`src/rtl/reg_write_arbiter.sv`:
```
// Round-robin write-port arbiter for one datapath register.
// NREQ requesters share a registered WE/DOUT pair; a rotating pointer keeps grants fair.
module reg_write_arbiter #(
  parameter int NREQ = 4,
  parameter int DW   = 32,
  parameter int CW   = 16
) (
  input  logic                     CLK,
  input  logic                     RSTn,
  input  logic [NREQ-1:0]          REQ,
  input  logic [NREQ*DW-1:0]       REQ_DATA,
  input  logic                     HOLD,
  output logic [NREQ-1:0]          GNT,
  output logic                     WE,
  output logic [DW-1:0]            DOUT,
  output logic [$clog2(NREQ)-1:0]  OWNER,
  output logic [CW-1:0]            WR_COUNT
);

  localparam int IW = $clog2(NREQ);

  logic [NREQ-1:0] gnt_r;
  logic            we_r;
  logic [DW-1:0]   dout_r;
  logic [IW-1:0]   owner_r;
  logic [CW-1:0]   cnt_r;
  logic [IW-1:0]   ptr_r;

  logic [NREQ-1:0] elig_s;
  logic [IW-1:0]   idx_s;
  logic [IW-1:0]   sel_s;
  logic            found_s;
  logic            grant_s;
  logic [DW-1:0]   data_s;
  logic [NREQ-1:0] onehot_s;

  // Rotating priority search starting at ptr_r; the currently granted requester is masked.
  always_comb begin
    elig_s  = REQ & ~gnt_r;
    found_s = 1'b0;
    sel_s   = ptr_r;
    idx_s   = ptr_r;
    for (int k = 0; k < NREQ; k++) begin
      idx_s = ptr_r + IW'(k);
      if (!found_s && elig_s[idx_s]) begin
        found_s = 1'b1;
        sel_s   = idx_s;
      end else begin
        found_s = found_s;
      end
    end
    grant_s  = found_s & ~HOLD;
    onehot_s = NREQ'(1) << sel_s;
  end

  // Data mux: only the selected slice can ever reach DOUT.
  always_comb begin
    data_s = '0;
    for (int i = 0; i < NREQ; i++) begin
      if (sel_s == IW'(i)) begin
        data_s = REQ_DATA[i*DW +: DW];
      end else begin
        data_s = data_s;
      end
    end
  end

  // Grant/write registers; idle cycles clear GNT/WE and hold everything else.
  always_ff @(posedge CLK or negedge RSTn) begin
    if (!RSTn) begin
      gnt_r   <= '0;
      we_r    <= 1'b0;
      dout_r  <= '0;
      owner_r <= '0;
      cnt_r   <= '0;
      ptr_r   <= '0;
    end else if (grant_s) begin
      gnt_r   <= onehot_s;
      we_r    <= 1'b1;
      dout_r  <= data_s;
      owner_r <= sel_s;
      cnt_r   <= cnt_r + CW'(1);
      ptr_r   <= sel_s + IW'(1);
    end else begin
      gnt_r   <= '0;
      we_r    <= 1'b0;
    end
  end

  assign GNT      = gnt_r;
  assign WE       = we_r;
  assign DOUT     = dout_r;
  assign OWNER    = owner_r;
  assign WR_COUNT = cnt_r;

endmodule

```
`config.mk`:
```
export PLATFORM = sky130hd
export DESIGN_NAME = reg_write_arbiter
export DESIGN_NICKNAME = d
export VERILOG_FILES = /design/src/rtl/reg_write_arbiter.sv
export SDC_FILE = /design/constraint.sdc
export NUM_CORES = 1
export LEC_CHECK = 0
export ABC_CLOCK_PERIOD_IN_PS = 4800
export CORE_UTILIZATION = 25
export CTS_BUF_LIST = sky130_fd_sc_hd__clkbuf_16
export CTS_CLUSTER_DIAMETER = 60
export DETAILED_ROUTE_END_ITERATION = 16
export DONT_BUFFER_PORTS = 1
export PLACE_DENSITY = 0.41
export SLEW_MARGIN = 20
export SYNTH_ARGS = -nofsm -noshare
export SYNTH_HDL_FRONTEND = slang
export SYNTH_SLANG_ARGS = --single-unit
```
`constraint.sdc`:
```
create_clock -name CLK -period 4.8 [get_ports CLK]
set_clock_uncertainty 0.1 [all_clocks]
set_input_delay 0.96 -clock CLK [delete_from_list [all_inputs] [get_ports CLK]]
set_output_delay 0.96 -clock CLK [all_outputs]
set_load 0.03 [all_outputs]
```
==> results of run 1 <==
cell usage in the layout, fill, tap and decap left out, types with 3 or more instances in the layout:
| cell type | Yosys | routed |
|---|---|---|
| and3_1 | 3 | 3 |
| nand4_1 | 5 | 5 |
| dfrtp_1 | 57 | 57 |
| xor2_1 | 7 | 7 |
| nor3_1 | 3 | 3 |
| nor4_1 | 3 | 3 |
| nor2_1 | 37 | 37 |
| buf_4 | 1 | 7 |
| nand3_1 | 4 | 4 |
| clkbuf_16 | 0 | 9 |
| a22oi_1 | 32 | 32 |
| and2_1 | 4 | 4 |
| a221o_1 | 31 | 31 |
| clkinvlp_4 | 0 | 4 |
| inv_1 | 35 | 35 |
| xnor2_1 | 8 | 8 |
| a21oi_1 | 68 | 68 |
| nor2b_1 | 4 | 3 |
| ha_1 | 5 | 3 |
| nand2_1 | 16 | 16 |
flip-flops by register name, indices dropped and copies added, names as in the netlist:
signal,flops
GNT,4
DOUT,32
WE,1
ptr_r,2
OWNER,2
WR_COUNT,16
layout make-up:
cell class | count | area [um^2]
timing repair buffer | 7 | 52.6
sequential | 57 | 1430
fill | 1410 | 9030
multi-input combinational | 246 | 1590
tap | 172 | 215
inverter | 36 | 135
clock inverter | 7 | 47.5
clock buffer | 9 | 225
power breakdown:
| part | internal (mW) | switching [mW] |
|---|---|---|
| Sequential | 0.676 | 0.575 |
| Combinational | 0.565 | 0.726 |
| Clock | 0.346 | 0.240 |
worst register-to-register path, cell delays in order, from the launching register on:
cell	delay, ps
dfrtp_1	500
nor2b_1	410
nand3_1	130
a31oi_1	380
ha_1	230
buf_4	360
nor2b_2	80
buf_4	240
a221o_1	360
a22oi_1	230
a21oi_1	100
worst max path at each step:
stage	start	to	slack (ps)
floorplan	REQ[2]	DOUT[21]	1700
global placement	REQ[2]	DOUT[20]	1160
detailed placement	REQ[0]	DOUT[20]	1100
CTS	REQ[0]	DOUT[20]	1440
global route	REQ[0]	DOUT[20]	1240
finish	REQ[0]	DOUT[20]	1470
layer usage:
metal	share of wire, %	vias to the layer above	routed length [um]
met5	0	-	0
met4	1.5	0	153
met3	12	12	1170
met2	48	151	4820
met1	38	1290	3840
li1	-	1313	-
metrics by stage:
stage	instance area, um^2	setup slack, ps	util [%]	total power [mW]
floorplan	3280	1700	-	2.24
global placement	3410	1160	26.8	2.54
detailed placement	3410	1100	26.8	2.55
finish	3690	1470	29.0	3.13
CTS	3690	1440	29.0	3.16
global route	3690	1240	29.0	3.36
cells by family after synthesis:
group                    after synthesis
flip-flops                            57
adder cells (fa/ha/maj)                5
buffers and inverters                 67
AND/OR/NAND/NOR                       86
AO/OA/AOI/OAI                        140
XOR/XNOR                              15
==> impl_results.md, run 1 <==
- # setup viols final: 0
- H-tree depth: 3
- Post_cts resized: 0
- Post-synth ARST share: 100%
- Layout cells sized above 1: 7.73%
- Clock-pin slew on the worst setup and hold paths: 60 ps
- Horiz. Die Dim: 117 um
- Kind of critical path: in2reg
- DRC: 0
- Main combinational cell family by area after synthesis: compound AO/OA/AOI/OAI gates
- Startpoint type of the worst setup path: input pin
- Vias in the first global route: 2668
- Cells after DPL: 518
- Core area: 12700 um^2
- Clock Sinks: 57
- CP bufs+invs: 2
- Compound-Gate Fraction of Synth Area: 29.7%
- First-pass GRT wire length: 14.6 mm
- Total negative slack: 0 ps
- Core Rows: 41
- Routed Antenna Nets: 0
- TritonRoute pass-1 iters: 4
- XOR/XNOR Fraction of Synth Area: 4.01%
- Setup bufs post-CTS: 0
- Slowest CP cell: a31oi_1
- Global route overflow: 0
- Post-Synth Adder-Cell Area: 1.91%
- Critical path fanouts, max: 35
- Crit path depth: 10
- Met2 Track Usage GR: 23.2%
- Most used routing layer: met2
- Leak: 1.59 nW
- GR Util met3: 7.47%
- Worst slew pin tran: 575 ps
- Port bufs: 0
- Netlist cell types: 36
- Antenna Cells: 0
- Post-synthesis simple-gate area fraction: 12.5%
- Status: finished, final reports clean
- Top-count cell post-synth: a21oi_1
- Hold Fails Final Rpt: 0
- Nets: 497
- Top area cells in the synthesized netlist: dfrtp_1, a21oi_1, a221o_1
- CP cell instances: nor2b_1 > nand3_1 > a31oi_1 > ha_1 > buf_4 > nor2b_2 > buf_4 > a221o_1 > a22oi_1 > a21oi_1
- Area Growth Syn to Fin: 12.4%
- Register area share after synthesis: 43.5%
- Initial antenna violation count: 0
- Share of the synthesized area in the top cell type: 43.5%
- CP endpoint kind: flip-flop
- Clock Tree Buf Depth: 2
- Starting density of the core: 25.8%
- Final GP Congestion: 0.755
- Area of the mapped netlist: 3280 um^2
- Final worst path period share: 69.5%
- Primary FF master, synth: dfrtp_1
- Worst hold path type: in2async
- RSZ-0062 raised after global routing: false
- Max stage delay on crit path: 380 ps
- Total routed wirelength: 9.99 mm
- Required time of the critical path: 4900 ps
- R2R setup slack: 1540 ps
- Mux contribution to synthesized area: 0%
- Synth warn: 0
- Peak Freq: 300 MHz
- Fin cells: 534
- Largest net degree at the start of global routing: 58
- Routed vias: 2766
- Largest delay share family, worst path: compound AO/OA/AOI/OAI gates
- Clock Latency Late Sink: 330 ps
- DP Wirelength: 7.10 mm
- Hold buffers post-CTS: 0
- Flops & latches, synth: 57
- Io pins: 190
- FF-to-FF Start: GNT[0]
- Gr usage total: 14.8%
- Leading area contributor after synthesis: dfrtp_1
- Met1 Use GR: 17.0%
- TritonCTS clock tree: yes
- Pins Over Slew Limit: 0
- Iter 0 DRT Violations: 197
- Max-cap check violation count: 0
- Critical path data arrival time: 3440 ps
- Synthesized net count: 510
- Vias/cell: 5.18
- Die height: 117 um
- WL/cell: 18.7 um
- Min Tclk post-route: 3330 ps
- Most frequent CP cell: buf_4
- Worst r2r dst: DOUT[20]
- Commonest cells in the netlist: a21oi_1, dfrtp_1, nor2_1, inv_1, a22oi_1
- Max_slew headroom: 61.6%
- Hold Slack: 221 ps
- Die area: 13600 um^2
- Mean Syn Cell Area: 8.86 um^2
- Pwr dens: 848 nW/um^2
- Post-synth EDFFs: 0
- Worst vdd ir: 361 uV
- TritonCTS buffer count: 9
- Reg2reg path depth: 10
- Cells after Synth: 370
- Root Driver: clkbuf_16
Power figures use the tool's default switching activity.
==> run 2: changes to the inputs <==
--- a/config.mk
+++ b/config.mk
@@ -5,13 +5,13 @@
 export SDC_FILE = /design/constraint.sdc
 export NUM_CORES = 1
 export LEC_CHECK = 0
-export ABC_CLOCK_PERIOD_IN_PS = 4800
+export ABC_CLOCK_PERIOD_IN_PS = 3000
 export CORE_UTILIZATION = 25
 export CTS_BUF_LIST = sky130_fd_sc_hd__clkbuf_16
 export CTS_CLUSTER_DIAMETER = 60
 export DETAILED_ROUTE_END_ITERATION = 16
 export DONT_BUFFER_PORTS = 1
-export PLACE_DENSITY = 0.41
+export PLACE_DENSITY = 0.43
 export SLEW_MARGIN = 20
 export SYNTH_ARGS = -nofsm -noshare
 export SYNTH_HDL_FRONTEND = slang
==> constraint.sdc (replaced) <==
create_clock -name CLK -period 3 [get_ports CLK]
set_clock_uncertainty 0.1 [all_clocks]
set_input_delay 0.6 -clock CLK [delete_from_list [all_inputs] [get_ports CLK]]
set_output_delay 0.6 -clock CLK [all_outputs]
set_load 0.03 [all_outputs]
==> run 2 against run 1 <==
  * Power increased by 66%
  * Clock power increased by 51%
  * Die area unchanged
  * Hold slack got worse by 180 ps
  * Sequential share of layout area decreased by 1.5 points
  * Non-clock buffer count increased by 12
  * Sequential cell count unchanged
  * Critical endpoint is now DOUT[8]
  * Core utilization increased by 1.2 points
  * Combinational power increased by 81%
==> impl_results.md, run 2 (synthesis gave the netlist of run 1 again) <==
- Status: finished, final reports clean
- Largest net degree at the start of global routing: 58 (unchanged)
- Instance area at placement: 3550 um^2 (+3.9%)
- Clock-pin slew on the worst setup and hold paths: 50 ps (about the same)
- Fin cells: 546 (+2.2%)
- Routed Antenna Nets: 0 (unchanged)
- Leak: 1.69 nW (+6.0%)
- TritonCTS clock tree: yes
- Horiz. Die Dim: 117 um (unchanged)
- Worst slew pin tran: 642 ps (+67.3 ps)
- Max-cap check violation count: 0 (unchanged)
- Kind of critical path: reg2reg
- Most frequent CP cell: a21oi_1
- Die area: 13600 um^2 (unchanged)
- Setup bufs post-CTS: 0 (unchanged)
- Initial antenna violation count: 0 (unchanged)
- WL/cell: 17.8 um (-4.9%)
- Most frequent cells in the layout: a21oi_1, dfrtp_1, nor2_1
- Core Rows: 41 (unchanged)
- Starting density of the core: 25.8% (unchanged)
- Antenna Cells: 0 (unchanged)
- Pins Over Slew Limit: 0 (unchanged)
- Crit path depth: 9 (-1)
- Nets: 509 (+2.4%)
- Worst hold path type: in2async
- Utilization after layout: 30.1% (+1.2 points)
- TritonCTS buffer count: 9 (unchanged)
- Die height: 117 um (unchanged)
- Final Total Pwr: 5.18 mW (+66%)
- Clock Tree Buf Depth: 2 (unchanged)
- Required time of the critical path: 3080 ps (-1820 ps)
- Max reg flops: 32 (unchanged)
- Vias in the first global route: 2751 (+3.1%)
- Min Tclk post-route: 2650 ps
- Global route overflow: 0 (unchanged)
- CP bufs+invs: 1 (-1)
- CP endpoint kind: flip-flop
- Clock Latency Late Sink: 330 ps (about the same)
- Pwr dens: 1350 nW/um^2 (+59%)
- Routed vias: 2792 (+0.94%)
- Hold Fails Final Rpt: 0 (unchanged)
- DP Wirelength: 6.94 mm (-2.3%)
- Peak Freq: 378 MHz
- # setup viols final: 0 (unchanged)
- Critical path fanouts, max: 34 (-2.9%)
- Cells after DPL: 529 (+2.1%)
- TritonRoute pass-1 iters: 5 (+1)
- Critical path data arrival time: 2720 ps (-720 ps)
- Reg2reg path depth: 9 (-1)
- Port bufs: 0 (unchanged)
- Max_slew headroom: 57.1% (-4.5 points)
- Core area: 12700 um^2 (unchanged)
- First-pass GRT wire length: 14.5 mm (-0.38%)
- Clock Sinks: 57 (unchanged)
- Startpoint type of the worst setup path: flip-flop
- Total routed wirelength: 9.72 mm (-2.7%)
- Largest delay share family, worst path: compound AO/OA/AOI/OAI gates
- CP cell instances: nor2b_1 > a211oi_1 > a21oi_1 > a21oi_1 > ha_1 > buf_4 > a221o_1 > a22oi_1 > a21oi_1
- FILL cells: 1385 (-1.8%)
- Max stage delay on crit path: 390 ps (about the same)
- H-tree depth: 3 (unchanged)
- Root Driver: clkbuf_16
- Final worst path period share: 88.2%
- Final GP Congestion: 0.696 (-7.8%)
- Hold Slack: 40.4 ps (-180 ps)
- Vias/cell: 5.11 (-1.3%)
- Slowest CP cell: dfrtp_1
- Gr usage total: 14.5% (-0.25 points)
- Final Cell Area: 3830 um^2 (+4.0%)
- Iter 0 DRT Violations: 112 (-43%)
- DRC: 0 (unchanged)
- Io pins: 190 (unchanged)
- Layout cells sized above 1: 9.63% (+1.9 points)
- RSZ-0062 raised after global routing: false
- Worst vdd ir: 461 uV (+28%)
- Area Growth Syn to Fin: 16.9%
- Commonest non-fill, non-tap cell in the layout: a21oi_1
## run 2: cell types whose count changed in the layout (fill, tap and decap cells not counted), sizes merged
| cell | delta |
|---|---|
| clkinv | +3 |
| inv | +1 |
| buf | +12 |
| clkinvlp | -4 |
## run 2: power by group
| part | switching, mW | internal, mW |
|---|---|---|
| combinational | 1.26 | 1.07 |
| sequential | 0.873 | 1.08 |
| clock | 0.346 | 0.539 |
| total | 2.48 | 2.69 |
## run 2: repair_timing
action	in CTS	in global routing
endpoints found under the setup margin	0	4
hold buffers	1	0
resized for setup	0	1
hold endpoints to repair	57	0
## run 2: metrics by stage
| stage | setup TNS, ps | setup WS (ps) |
|---|---|---|
| 2_1_floorplan | 0 | 256 |
| 3_3_place_gp | 0 | 5.30 |
| 3_5_place_dp | -114 | -24.9 |
| 4_1_cts | 0 | 223 |
| 5_1_grt | 0 | 58.4 |
| 6_report | 0 | 354 |
## run 2: final cells by class
class / count / area (um^2) / share of cell area (%)
multi-input combinational: 246 / 1590 / 41.5
clock inverter: 7 / 28.8 / 0.751
clock buffer: 9 / 225 / 5.87
sequential: 57 / 1430 / 37.2
timing repair buffer: 19 / 213 / 5.55
inverter: 36 / 135 / 3.52
tap: 172 / 215 / 5.61
## run 2: worst reg2reg max path, delay by kind of cell, from the launching register on
| kind | cells | cell delay, ps |
|---|---|---|
| AOI/OAI and AO/OA | 6 | 1130 |
| DFF | 1 | 390 |
| and+or+nand+nor | 1 | 340 |
| buffers and inverters | 1 | 280 |
| adders and majority gates | 1 | 270 |
## run 2: final timing paths
path                          start      endpoint  slack, ps
max in group asynchronous      RSTn      DOUT[10]       2500
min in group CLK               HOLD      OWNER[0]        280
hold / removal                 RSTn  WR_COUNT[14]         40
setup / recovery             GNT[2]       DOUT[8]        350
hold reg to reg            ptr_r[1]      ptr_r[1]        510
setup reg to reg             GNT[2]       DOUT[8]        350
## run 2: layer usage
metal / GRT usage (%) / vias to the layer above / wire (um)
met1: 16.7 / 1300 / 3860
met3: 5.66 / 11 / 981
met5: 0 / - / 0
met4: 6.92 / 0 / 155
met2: 23.6 / 144 / 4710
li1: - / 1337 / -
